$ cat src/rtl/parity_frame_accum_pkg.sv
// Shared types and constants for the frame parity accumulator and related checkers.
package parity_pkg;

  typedef enum logic {
    EMPTY  = 1'b0,
    ACTIVE = 1'b1
  } acc_state_t;

  localparam bit PARITY_EVEN = 1'b0;
  localparam bit PARITY_ODD  = 1'b1;

endpackage

$ cat src/rtl/parity_frame_accum_if.sv
// Beat stream in, per-frame parity result out. master drives beats and sinks results.
interface parity_frame_accum_if #(
  parameter int WIDTH   = 8,
  parameter int COUNT_W = 8
);
  logic [WIDTH-1:0]   in_data;
  logic               in_valid;
  logic               in_last;
  logic               in_ready;
  logic               out_parity;
  logic [COUNT_W-1:0] out_count;
  logic               out_sat;
  logic               out_valid;
  logic               out_ready;

  modport master (
    output in_data, in_valid, in_last, out_ready,
    input  in_ready, out_parity, out_count, out_sat, out_valid
  );

  modport slave (
    input  in_data, in_valid, in_last, out_ready,
    output in_ready, out_parity, out_count, out_sat, out_valid
  );
endinterface

$ cat src/rtl/parity_frame_accum_xor_reduce_tree.sv
// Balanced pairwise XOR reduction; leaves padded with zeros up to a power of two.
module xor_reduce_tree #(
  parameter int WIDTH = 8
) (
  input  logic [WIDTH-1:0] arg_0,
  output logic             out
);
  localparam int LVLS = $clog2(WIDTH);
  localparam int P    = 1 << LVLS;

  // Heap layout: node i combines children 2i and 2i+1, leaves at P..2P-1.
  logic [2*P-1:1] node;

  always_comb begin
    node = '0;
    for (int j = 0; j < WIDTH; j++) node[P+j] = arg_0[j];
    for (int i = P - 1; i >= 1; i--) node[i] = node[2*i] ^ node[2*i+1];
  end

  assign out = node[1];
endmodule

$ cat src/rtl/parity_frame_accum.sv
// Streaming frame parity: XOR of all bits per frame, saturating beat count, one result per frame.
module parity_frame_accum
  import parity_pkg::*;
#(
  parameter int WIDTH   = 8,
  parameter int COUNT_W = 8,
  parameter bit ODD     = PARITY_EVEN
) (
  input logic clock,
  input logic reset_n,
  parity_frame_accum_if.slave bus
);
  acc_state_t         state_q, state_d;
  logic               acc_q, acc_d;
  logic [COUNT_W-1:0] cnt_q, cnt_d;
  logic               sat_q, sat_d;
  logic               par_q, par_d;
  logic [COUNT_W-1:0] ocnt_q, ocnt_d;
  logic               osat_q, osat_d;
  logic               oval_q, oval_d;

  logic               beat_par;
  logic               in_ready;
  logic               accept;
  logic               at_max;
  logic [COUNT_W-1:0] cnt_inc;
  logic               sat_inc;

  xor_reduce_tree #(.WIDTH(WIDTH)) u_tree (
    .arg_0 (bus.in_data),
    .out   (beat_par)
  );

  assign in_ready = !oval_q || bus.out_ready;
  assign accept   = bus.in_valid && in_ready;

  // Count including the current beat; sticks at all-ones and flags the overflow.
  assign at_max  = &cnt_q;
  assign cnt_inc = at_max ? cnt_q : cnt_q + COUNT_W'(1);
  assign sat_inc = sat_q | at_max;

  always_comb begin
    state_d = state_q;
    acc_d   = acc_q;
    cnt_d   = cnt_q;
    sat_d   = sat_q;
    par_d   = par_q;
    ocnt_d  = ocnt_q;
    osat_d  = osat_q;
    oval_d  = oval_q;

    if (oval_q && bus.out_ready) oval_d = 1'b0;

    if (accept) begin
      if (bus.in_last) begin
        par_d   = acc_q ^ beat_par ^ ODD;
        ocnt_d  = cnt_inc;
        osat_d  = sat_inc;
        oval_d  = 1'b1;
        acc_d   = 1'b0;
        cnt_d   = '0;
        sat_d   = 1'b0;
        state_d = EMPTY;
      end else begin
        acc_d   = acc_q ^ beat_par;
        cnt_d   = cnt_inc;
        sat_d   = sat_inc;
        state_d = ACTIVE;
      end
    end
  end

  always_ff @(posedge clock or negedge reset_n) begin
    if (!reset_n) begin
      state_q <= EMPTY;
      acc_q   <= 1'b0;
      cnt_q   <= '0;
      sat_q   <= 1'b0;
      par_q   <= 1'b0;
      ocnt_q  <= '0;
      osat_q  <= 1'b0;
      oval_q  <= 1'b0;
    end else begin
      state_q <= state_d;
      acc_q   <= acc_d;
      cnt_q   <= cnt_d;
      sat_q   <= sat_d;
      par_q   <= par_d;
      ocnt_q  <= ocnt_d;
      osat_q  <= osat_d;
      oval_q  <= oval_d;
    end
  end

  assign bus.in_ready   = in_ready;
  assign bus.out_parity = par_q;
  assign bus.out_count  = ocnt_q;
  assign bus.out_sat    = osat_q;
  assign bus.out_valid  = oval_q;
endmodule

$ cat src/flat_wrapper.sv
// flat-port wrapper written by rule: the top's interface ports become plain ports
module parity_frame_accum_flat import parity_pkg::*;
#(
  parameter int WIDTH   = 8,
  parameter int COUNT_W = 8,
  parameter bit ODD     = PARITY_EVEN
)
  (clock, reset_n, bus_in_data, bus_in_valid, bus_in_last, bus_out_ready, bus_in_ready, bus_out_parity, bus_out_count, bus_out_sat, bus_out_valid);
  parity_frame_accum_if #(.WIDTH(WIDTH), .COUNT_W(COUNT_W)) bus_i ();
  input logic clock;
  input logic reset_n;
  input wire logic [$bits(bus_i.in_data)-1:0] bus_in_data;
  input wire logic [$bits(bus_i.in_valid)-1:0] bus_in_valid;
  input wire logic [$bits(bus_i.in_last)-1:0] bus_in_last;
  input wire logic [$bits(bus_i.out_ready)-1:0] bus_out_ready;
  output wire logic [$bits(bus_i.in_ready)-1:0] bus_in_ready;
  output wire logic [$bits(bus_i.out_parity)-1:0] bus_out_parity;
  output wire logic [$bits(bus_i.out_count)-1:0] bus_out_count;
  output wire logic [$bits(bus_i.out_sat)-1:0] bus_out_sat;
  output wire logic [$bits(bus_i.out_valid)-1:0] bus_out_valid;
  assign bus_i.in_data = bus_in_data;
  assign bus_i.in_valid = bus_in_valid;
  assign bus_i.in_last = bus_in_last;
  assign bus_i.out_ready = bus_out_ready;
  assign bus_in_ready = bus_i.in_ready;
  assign bus_out_parity = bus_i.out_parity;
  assign bus_out_count = bus_i.out_count;
  assign bus_out_sat = bus_i.out_sat;
  assign bus_out_valid = bus_i.out_valid;
  parity_frame_accum #(.WIDTH(WIDTH), .COUNT_W(COUNT_W), .ODD(ODD)) u_core (.clock(clock), .reset_n(reset_n), .bus(bus_i));
endmodule
$ cat config.mk
export PLATFORM = sky130hd
export DESIGN_NAME = parity_frame_accum_flat
export DESIGN_NICKNAME = d
export VERILOG_FILES = /design/src/rtl/parity_frame_accum_pkg.sv /design/src/rtl/parity_frame_accum_if.sv /design/src/rtl/parity_frame_accum_xor_reduce_tree.sv /design/src/rtl/parity_frame_accum.sv /design/src/flat_wrapper.sv
export SDC_FILE = /design/constraint.sdc
export NUM_CORES = 1
export LEC_CHECK = 0
export CORE_MARGIN = 2
export CORE_UTILIZATION = 45
export DETAILED_ROUTE_END_ITERATION = 7
export GPL_TIMING_DRIVEN = 0
export PLACE_DENSITY = 0.7
export SLEW_MARGIN = 20
export SYNTH_ARGS = -nofsm -noshare
export SYNTH_HDL_FRONTEND = slang
export SYNTH_SLANG_ARGS = --single-unit
$ cat constraint.sdc
create_clock -name clock -period 1.6 [get_ports clock]
set_input_delay 0.24 -clock clock [delete_from_list [all_inputs] [get_ports clock]]
set_output_delay 0.24 -clock clock [all_outputs]
set_load 0.02 [all_outputs]
==> key figures, run 1 <==
Outcome
  – Outcome: finished, final reports clean

Global route
  – Number of global-route vias before repair: 856
  – Gr ovfl total: 0
  – Largest net degree at the start of global routing: 22
  – GRT Total Usage: 0.190
  – First-pass GRT wire length: 3820 um
  – Initial antenna violation count: 0

Timing
  – Finish-stage setup viols: 0
  – FMAX: approximately 0.65 GHz
  – Tcrit/Tclk final: 0.962
  – Slew margin rel.: 0.387
  – Final worst slack: ~60 ps
  – Layout Skew: roughly 1.4 ps
  – Slew @ Worst Pin: ~900 ps
  – RSZ-0062 raised after global routing: yes
  – Final hold violations: 0
  – Minimum clock period: 1540 ps
  – Final Max Slew Viols: 0

Worst hold path
  – Hold Path Class: primary input to flip-flop

Power and ir drop
  – Comb power frac: 0.305
  – Internal: just over 0.9 mW
  – P per Cell Area: between 800 and 900 nW/um^2
  – Sw Ratio: 0.297
  – Clock share of power: 0.203
  – Total power: ~1.3 mW
  – Pleak: just over 0.6 nW
  – Peak supply drop: ~0.77 mV
  – Sequential fraction of design power: 0.492
  – NetSw: 0.382 mW

Synthesis
  – Post-synth top area share: 0.480
  – Register area share after synthesis: 0.480
  – Yosys warns: 0
  – Post-synth EDFFs: 0
  – Synth top area cells: dfrtp_1 (48%), xnor2_1 (4.8%), nand2_1 (4.1%)
  – Syn Area/Cell: roughly 10 um^2
  – Syn Inst Count: ~110
  – Most area-hungry cell type in the Yosys netlist: dfrtp_1
  – Post-Syn Nets: roughly 120
  – Netlist cell types: 39
  – Mapped cell area: 1090 um^2
  – Post-synthesis register bit count: 21
  – Async SR Flop Fraction: 1.00
  – Top_reg_cell synth: dfrtp_1

Die
  – Core ar.: 2250 um^2
  – Die span in x: 53.3 um
  – Rows: 17
  – Starting Density: 0.486
  – Die area: between 2000 and 3000 um^2
  – Die H: 53.3 um
  – IO Pins: 25

Drt
  – Vias/cell: 5.51
  – Routed via count: 903
  – Starting DRT DRC Count: 13
  – DRC Markers: 0
  – First-pass detailed-route iteration total: 4
  – WL per Instance: 13.6 um
  – Final WL: between 2000 and 2500 um
  – ANT nets after route: 0

Clocking
  – Cts hold-fix bufs: 0
  – TritonCTS Buffers: 3
  – Clock transition at path regs: around 110 ps
  – Clock root cell: clkbuf_4
  – Sinks on Clock Net: 21
  – Skew-Pair Late Insertion Delay: 310 ps
  – Htree depth: 1
  – Clock Tree Buf Depth: 2
  – CTS tree: done

Setup path
  – CP cell instances: ha_4 > nand4_1 > o21ai_2 > or4_1 > o21ai_0
  – Worst r2r src: u_core.cnt_q[1]
  – Reg2reg end: u_core.cnt_q[3]
  – Critical path launch point: u_core.cnt_q[1]
  – Arr. time, crit path: approximately 1800 ps
  – Worst Path Buf+Inv: 0
  – CP max-delay cell: dfrtp_1
  – R2R cell count: 5
  – CP Capture Point: u_core.cnt_q[3]
  – Startpoint types: flip-flop
  – CP max stage delay: ~460 ps
  – Cell depth of the worst setup path: 5
  – R2r setup slk: approximately 60 ps
  – Top delay family on crit path: simple AND/OR/NAND/NOR gates
  – Crit end category: flip-flop
  – Worst Path Required: between 1500 and 2000 ps
  – Worst-path fanout max: 5
  – WS Path Type: flip-flop to flip-flop

Layout
  – # diodes: 0
  – Layout net count: approximately 150
  – Area Growth Syn to Fin: 31.0%
  – Layout cell share with drive strength beyond 1: 0.191
  – Layout Utilization: 0.636

Place
  – Final GP Congestion: roughly 0.87
  – DP HPWL: approximately 1600 um
  – Number of port buffers: 23
  – Pre-CTS WS: -267 ps

Flow run
  – Max-cap violations: 0
## synthesized netlist by cell type, drive strengths merged, types with 2 or more instances
master  count
dfrtp      21
o31ai       2
nand2      12
o21ai       9
nand3       5
mux2        4
xnor2       6
inv         2
nor2        8
clkbuf      2
a22o        2
and3        4
o21a        2
a21oi       8
and2        2
xor2        2
a31oi       2
## routing by layer
| layer | routed length, um | track usage |
|---|---|---|
| met3 | 103 | 0.0282 |
| met5 | 0 | 0 |
| met1 | 1020 | 0.224 |
| met4 | 52 | 0.115 |
| met2 | 1060 | 0.319 |
## layout by cell type, fill, tap and decap left out, drive strengths merged
cell / synthesis / final
a21o: 1 / 1
a21oi: 8 / 8
a22o: 2 / 2
a31o: 1 / 1
a31oi: 2 / 2
a41oi: 1 / 1
and2: 2 / 2
and3: 4 / 4
buf: 1 / 4
clkbuf: 2 / 5
clkdlybuf4s50: 0 / 22
dfrtp: 21 / 21
dlygate4sd2: 0 / 1
ha: 1 / 1
inv: 2 / 2
mux2: 4 / 4
mux2i: 1 / 1
nand2: 12 / 12
nand2b: 1 / 1
nand3: 5 / 5
nand4: 1 / 1
nor2: 8 / 8
nor3: 1 / 1
nor4b: 1 / 1
o21a: 2 / 2
o21ai: 9 / 9
o21bai: 1 / 1
o31ai: 2 / 2
or2: 1 / 1
or4: 1 / 1
xnor2: 6 / 6
xnor3: 1 / 1
xor2: 2 / 2
## what timing repair did
| action | CTS | global route |
|---|---|---|
| buffers inserted | 1 | 2 |
| gates cloned | 0 | 0 |
| pin swaps | 1 | 1 |
| endpoints found under the setup margin | 3 | 12 |
| gates resized for setup | 2 | 5 |
## logic make-up (layout without fill, tap and decap cells)
kind of cell,count (synthesis),in the layout,synth area share
simple gates,37,37,0.184
compound gates,29,29,0.167
flops,21,21,0.480
buf+inv,5,34,0.0194
mux,5,5,0.0537
xor+xnor,9,9,0.0846
fa+ha+maj,1,1,0.0114
## registers in the layout, summed over array words and instances, names as in the netlist
signal                 count
u_core.acc_q               1
u_core.bus.out_count       8
u_core.bus.out_parity      1
u_core.bus.out_sat         1
u_core.bus.out_valid       1
u_core.cnt_q               8
u_core.sat_q               1
## worst register-to-register path, delay by kind of cell, from the launching register on
kind	cells	cell delay (ps)
flops	1	460
simple gates	2	620
fa+ha+maj	1	200
compound gates	2	200
## worst min path at each step
stage / start / end / cells after the start
floorplan: reset_n / u_core.acc_q / 0
global placement: u_core.bus.out_count[4] / u_core.bus.out_count[4] / 2
detailed placement: u_core.bus.out_count[6] / u_core.bus.out_count[6] / 2
CTS: bus_in_last / u_core.sat_q / 2
global route: bus_in_last / u_core.sat_q / 2
finish: bus_in_last / u_core.sat_q / 2
## final cells by class
cell class | instances | area [um^2]
fillers | 217 | 821
multi-input cells | 81 | 577
flip-flops and latches | 21 | 527
repair buffers | 26 | 251
well taps | 28 | 35.0
clock buffers | 4 | 26.3
plain buffers | 2 | 10.0
inverters | 2 | 7.51
## stage by stage
step | hold WS (ps) | std cells | TNS (ps) | cell area, um^2
after floorplan | -55.6 | 107 | 0 | 1090
after global placement | 462 | 158 | -3150 | 1360
after detailed placement | 469 | 158 | -3990 | 1360
after CTS | 244 | 163 | 0 | 1400
after global routing | 302 | 164 | -37.1 | 1430
final | 269 | 164 | 0 | 1430
## power by group through the flow
stage	registers [mW]	clock network (mW)	logic [mW]
floorplan	0.681	0	0.182
finish	0.634	0.261	0.393
CTS	0.631	0.272	0.379
global placement	0.638	0	0.371
global route	0.642	0.285	0.431
detailed placement	0.641	0	0.378
Power figures use the tool's default switching activity.
==> inputs of run 2 (changes only) <==
--- a/config.mk
+++ b/config.mk
@@ -5,12 +5,13 @@
 export SDC_FILE = /design/constraint.sdc
 export NUM_CORES = 1
 export LEC_CHECK = 0
+export ABC_AREA = 1
 export CORE_MARGIN = 2
 export CORE_UTILIZATION = 45
 export DETAILED_ROUTE_END_ITERATION = 7
 export GPL_TIMING_DRIVEN = 0
-export PLACE_DENSITY = 0.7
-export SLEW_MARGIN = 20
+export PLACE_DENSITY = 0.69
+export SLEW_MARGIN = 30
 export SYNTH_ARGS = -nofsm -noshare
 export SYNTH_HDL_FRONTEND = slang
 export SYNTH_SLANG_ARGS = --single-unit
==> constraint.sdc (replaced) <==
create_clock -name clock -period 1.6 [get_ports clock]
set_input_delay 0.32 -clock clock [delete_from_list [all_inputs] [get_ports clock]]
set_output_delay 0.32 -clock clock [all_outputs]
set_load 0.02 [all_outputs]
==> run 2 against run 1 <==
Effect of this change:
- cell count grew 46%
- highest routed layer unchanged
- largest cell class unchanged
- sequential power shrank 3.2%
- global-route usage shrank 0.99 points
- area after synthesis grew 10%
- critical path depth shrank 1
- fmax shrank 0.79%
- die area grew 9.5%
- routed wire length grew 20%
- clock skew grew 8.1 ps
==> key figures, run 2 <==
Power and ir drop
  – Total power: 1.19 mW (-7.8%)
  – Peak supply drop: 0.706 mV (-8.4%)
  – P per Cell Area: 769 nW/um^2 (-14%)
  – Pleak: 0.925 nW (+53%)

Setup path
  – Worst Path Buf+Inv: 3 (+3)
  – Worst-path fanout max: 3 (-2)
  – CP max stage delay: 460 ps (about the same)
  – Startpoint types: primary input
  – Arr. time, crit path: 1230 ps (-550 ps)
  – CP cell instances: clkdlybuf4s50_1 > inv_1 > nand2_2 > dlygate4sd2_1
  – WS Path Type: primary input to output pin
  – Worst Path Required: 1280 ps (-560 ps)
  – CP max-delay cell: clkdlybuf4s50_1
  – Crit end category: output pin
  – Top delay family on crit path: buffers and inverters

Global route
  – Largest net degree at the start of global routing: 22 (unchanged)
  – GRT Total Usage: 0.180 (-0.00992)
  – Initial antenna violation count: 0 (unchanged)
  – Gr ovfl total: 0 (unchanged)
  – First-pass GRT wire length: 4490 um (+18%)
  – Number of global-route vias before repair: 1091 (+27%)

Worst hold path
  – Hold Path Class: primary input to async pin

Layout
  – Most common cell after layout, fill and taps aside: nand2_1
  – Layout Utilization: 0.618 (-0.0183)
  – Layout net count: 224 (+48%)
  – Layout cell share with drive strength beyond 1: 0.110 (-0.0811)
  – # diodes: 0 (unchanged)
  – Area Growth Syn to Fin: 27.9%
  – Most frequent cells in the layout: nand2_1 (83), inv_1 (24), nand3_1 (21)

Drt
  – Routed via count: 1151 (+27%)
  – DRC Markers: 0 (unchanged)
  – WL per Instance: 11.2 um (-18%)
  – First-pass detailed-route iteration total: 4 (unchanged)
  – Vias/cell: 4.82 (-13%)
  – ANT nets after route: 0 (unchanged)
  – Starting DRT DRC Count: 24 (+11)
  – Final WL: 2680 um (+20%)

Timing
  – RSZ-0062 raised after global routing: no
  – Layout Skew: 9.55 ps (+8.12 ps)
  – FMAX: 0.644 GHz (-0.79%)
  – Minimum clock period: 1550 ps (+12.2 ps)
  – Finish-stage setup viols: 0 (unchanged)
  – Slew margin rel.: 0.680 (+0.293)
  – Final hold violations: 0 (unchanged)
  – Slew @ Worst Pin: 479 ps (-437 ps)
  – Final worst slack: 47.9 ps (-12.2 ps)
  – Tcrit/Tclk final: 0.970 (+0.00764)
  – Final Max Slew Viols: 0 (unchanged)

Clocking
  – Clock Tree Buf Depth: 2 (unchanged)
  – TritonCTS Buffers: 3 (unchanged)
  – Htree depth: 1 (unchanged)
  – CTS tree: done
  – Clock root cell: clkbuf_4
  – Clock transition at path regs: 120 ps (about the same)
  – Sinks on Clock Net: 21 (unchanged)
  – Skew-Pair Late Insertion Delay: 310 ps (about the same)

Synthesis
  – Yosys warns: 0 (unchanged)
  – Most area-hungry cell type in the Yosys netlist: dfrtp_1
  – Post-Syn Nets: 190 (+57%)
  – Syn Inst Count: 176 (+64%)
  – Complex-gate fraction of the synthesized area: 0.0280 (-0.139)
  – Netlist cell types: 18 (-54%)
  – Top_reg_cell synth: dfrtp_1
  – Adder-Cell Fraction of Synth Area: 0.0104 (-0.00107)
  – Post-synthesis register bit count: 21 (unchanged)
  – Most frequent cells after synthesis: nand2_1 (83), inv_1 (24), dfrtp_1 (21), nand3_1 (21), nor2_1 (4)
  – Post-synth top area share: 0.435 (-0.0448)
  – Mux contribution to synthesized area: 0 (-0.0537)
  – Register area share after synthesis: 0.435 (-0.0448)
  – Count leader, synth: nand2_1
  – Simple-gate share of the synthesized area: 0.427 (+0.243)
  – Combinational family with the most area after synthesis: simple AND/OR/NAND/NOR gates
  – Async SR Flop Fraction: 1.00 (unchanged)
  – Post-synth EDFFs: 0 (unchanged)
  – Syn Area/Cell: 6.86 um^2 (-33%)
  – Synth Area in XOR/XNOR: 0.0145 (-0.0701)
  – Mapped cell area: 1210 um^2 (+10%)
  – Synth top area cells: dfrtp_1 (44%), nand2_1 (26%), nand3_1 (8.7%)

Die
  – Rows: 18 (+1)
  – Die span in x: 55.8 um (+4.6%)
  – Core ar.: 2500 um^2 (+11%)
  – Starting Density: 0.483 (-0.00259)
  – Die H: 55.8 um (+4.6%)
  – Die area: 3110 um^2 (+9.5%)
  – IO Pins: 25 (unchanged)

Place
  – Final GP Congestion: 0.749 (-14%)
  – Number of port buffers: 24 (+4.3%)
  – Pre-CTS WS: -291 ps (-23.8 ps)
  – DP HPWL: 1980 um (+22%)

Flow run
  – Max-cap violations: 0 (unchanged)

Outcome
  – Outcome: finished, final reports clean
## run 2: cell types whose count changed after synthesis, sizes merged, moves of 3 or more
| cell | previous run | this run |
|---|---|---|
| a21oi | 8 | 0 |
| and3 | 4 | 0 |
| inv | 2 | 26 |
| mux2 | 4 | 0 |
| nand2 | 12 | 87 |
| nand3 | 5 | 21 |
| o21ai | 9 | 6 |
| xnor2 | 6 | 2 |
## run 2: kinds of logic after synthesis
logic type                 after synthesis
and+or+nand+nor                        119
xor gates and xnor gates                 2
buffers and inverters                   27
AOI/OAI and AO/OA                        6
DFF                                     21
adders and majority gates                1
## run 2: final timing paths
| kind | start | endpoint | slack [ps] | depth (start not counted) |
|---|---|---|---|---|
| worst max-delay path | bus_out_ready | bus_in_ready | 50 | 4 |
| worst min-delay path | reset_n | u_core.bus.out_count[3] | 490 | 2 |
| worst max register to register | u_core.cnt_q[1] | u_core.cnt_q[1] | 110 | 10 |
| worst min register to register | u_core.bus.out_count[4] | u_core.bus.out_count[4] | 490 | 2 |
| max in group asynchronous | reset_n | u_core.cnt_q[0] | 750 | 2 |
| min in group clock | u_core.bus.out_count[4] | u_core.bus.out_count[4] | 490 | 2 |
## run 2: repair_timing
action	in CTS	in global routing
hold endpoints to repair	0	21
pin swaps	0	2
buffers inserted	0	4
setup endpoints to repair	10	13
hold buffers	0	1
gates resized for setup	10	4
## run 2: power by group
group	total (mW)	leakage, nW	switching [mW]	internal [mW]
Combinational	0.317	0.625	0.181	0.135
Sequential	0.614	0.282	0.0379	0.576
Clock	0.256	0.0177	0.163	0.0932
## run 2: cell type report
type | instances | area [um^2]
Buffer | 1 | 5.00
Clock buffer | 3 | 22.5
Clock inverter | 1 | 5.00
Tap cell | 30 | 37.5
Multi-Input combinational cell | 128 | 582
Inverter | 26 | 97.6
Sequential cell | 21 | 527
Fill cell | 250 | 956
Timing Repair Buffer | 29 | 268
## run 2: stage by stage
| stage | area (um^2) | hold slack (ps) | cells | setup TNS (ps) |
|---|---|---|---|---|
| CTS | 1500 | 493 | 234 | 0 |
| global placement | 1490 | 463 | 230 | -3250 |
| global route | 1540 | 504 | 239 | 0 |
| detailed placement | 1490 | 466 | 230 | -3870 |
| finish | 1540 | 485 | 239 | 0 |
| floorplan | 1210 | 24.4 | 176 | 0 |
## run 2: layer usage
metal / part of all wire / GRT usage / vias up
li1: - / - / 604
met1: 0.42 / 0.225 / 513
met2: 0.51 / 0.311 / 32
met3: 0.060 / 0.0256 / 2
met4: 0.0060 / 0.0697 / 0
met5: 0 / 0 / -
==> inputs of run 3 (changes only) <==
--- a/config.mk
+++ b/config.mk
@@ -8,6 +8,7 @@
 export ABC_AREA = 1
 export CORE_MARGIN = 2
 export CORE_UTILIZATION = 45
+export CTS_CLUSTER_SIZE = 12
 export DETAILED_ROUTE_END_ITERATION = 7
 export GPL_TIMING_DRIVEN = 0
 export PLACE_DENSITY = 0.69
==> results of run 3 <==
The final DEF is identical to that of run 2; final timing and power are the same.
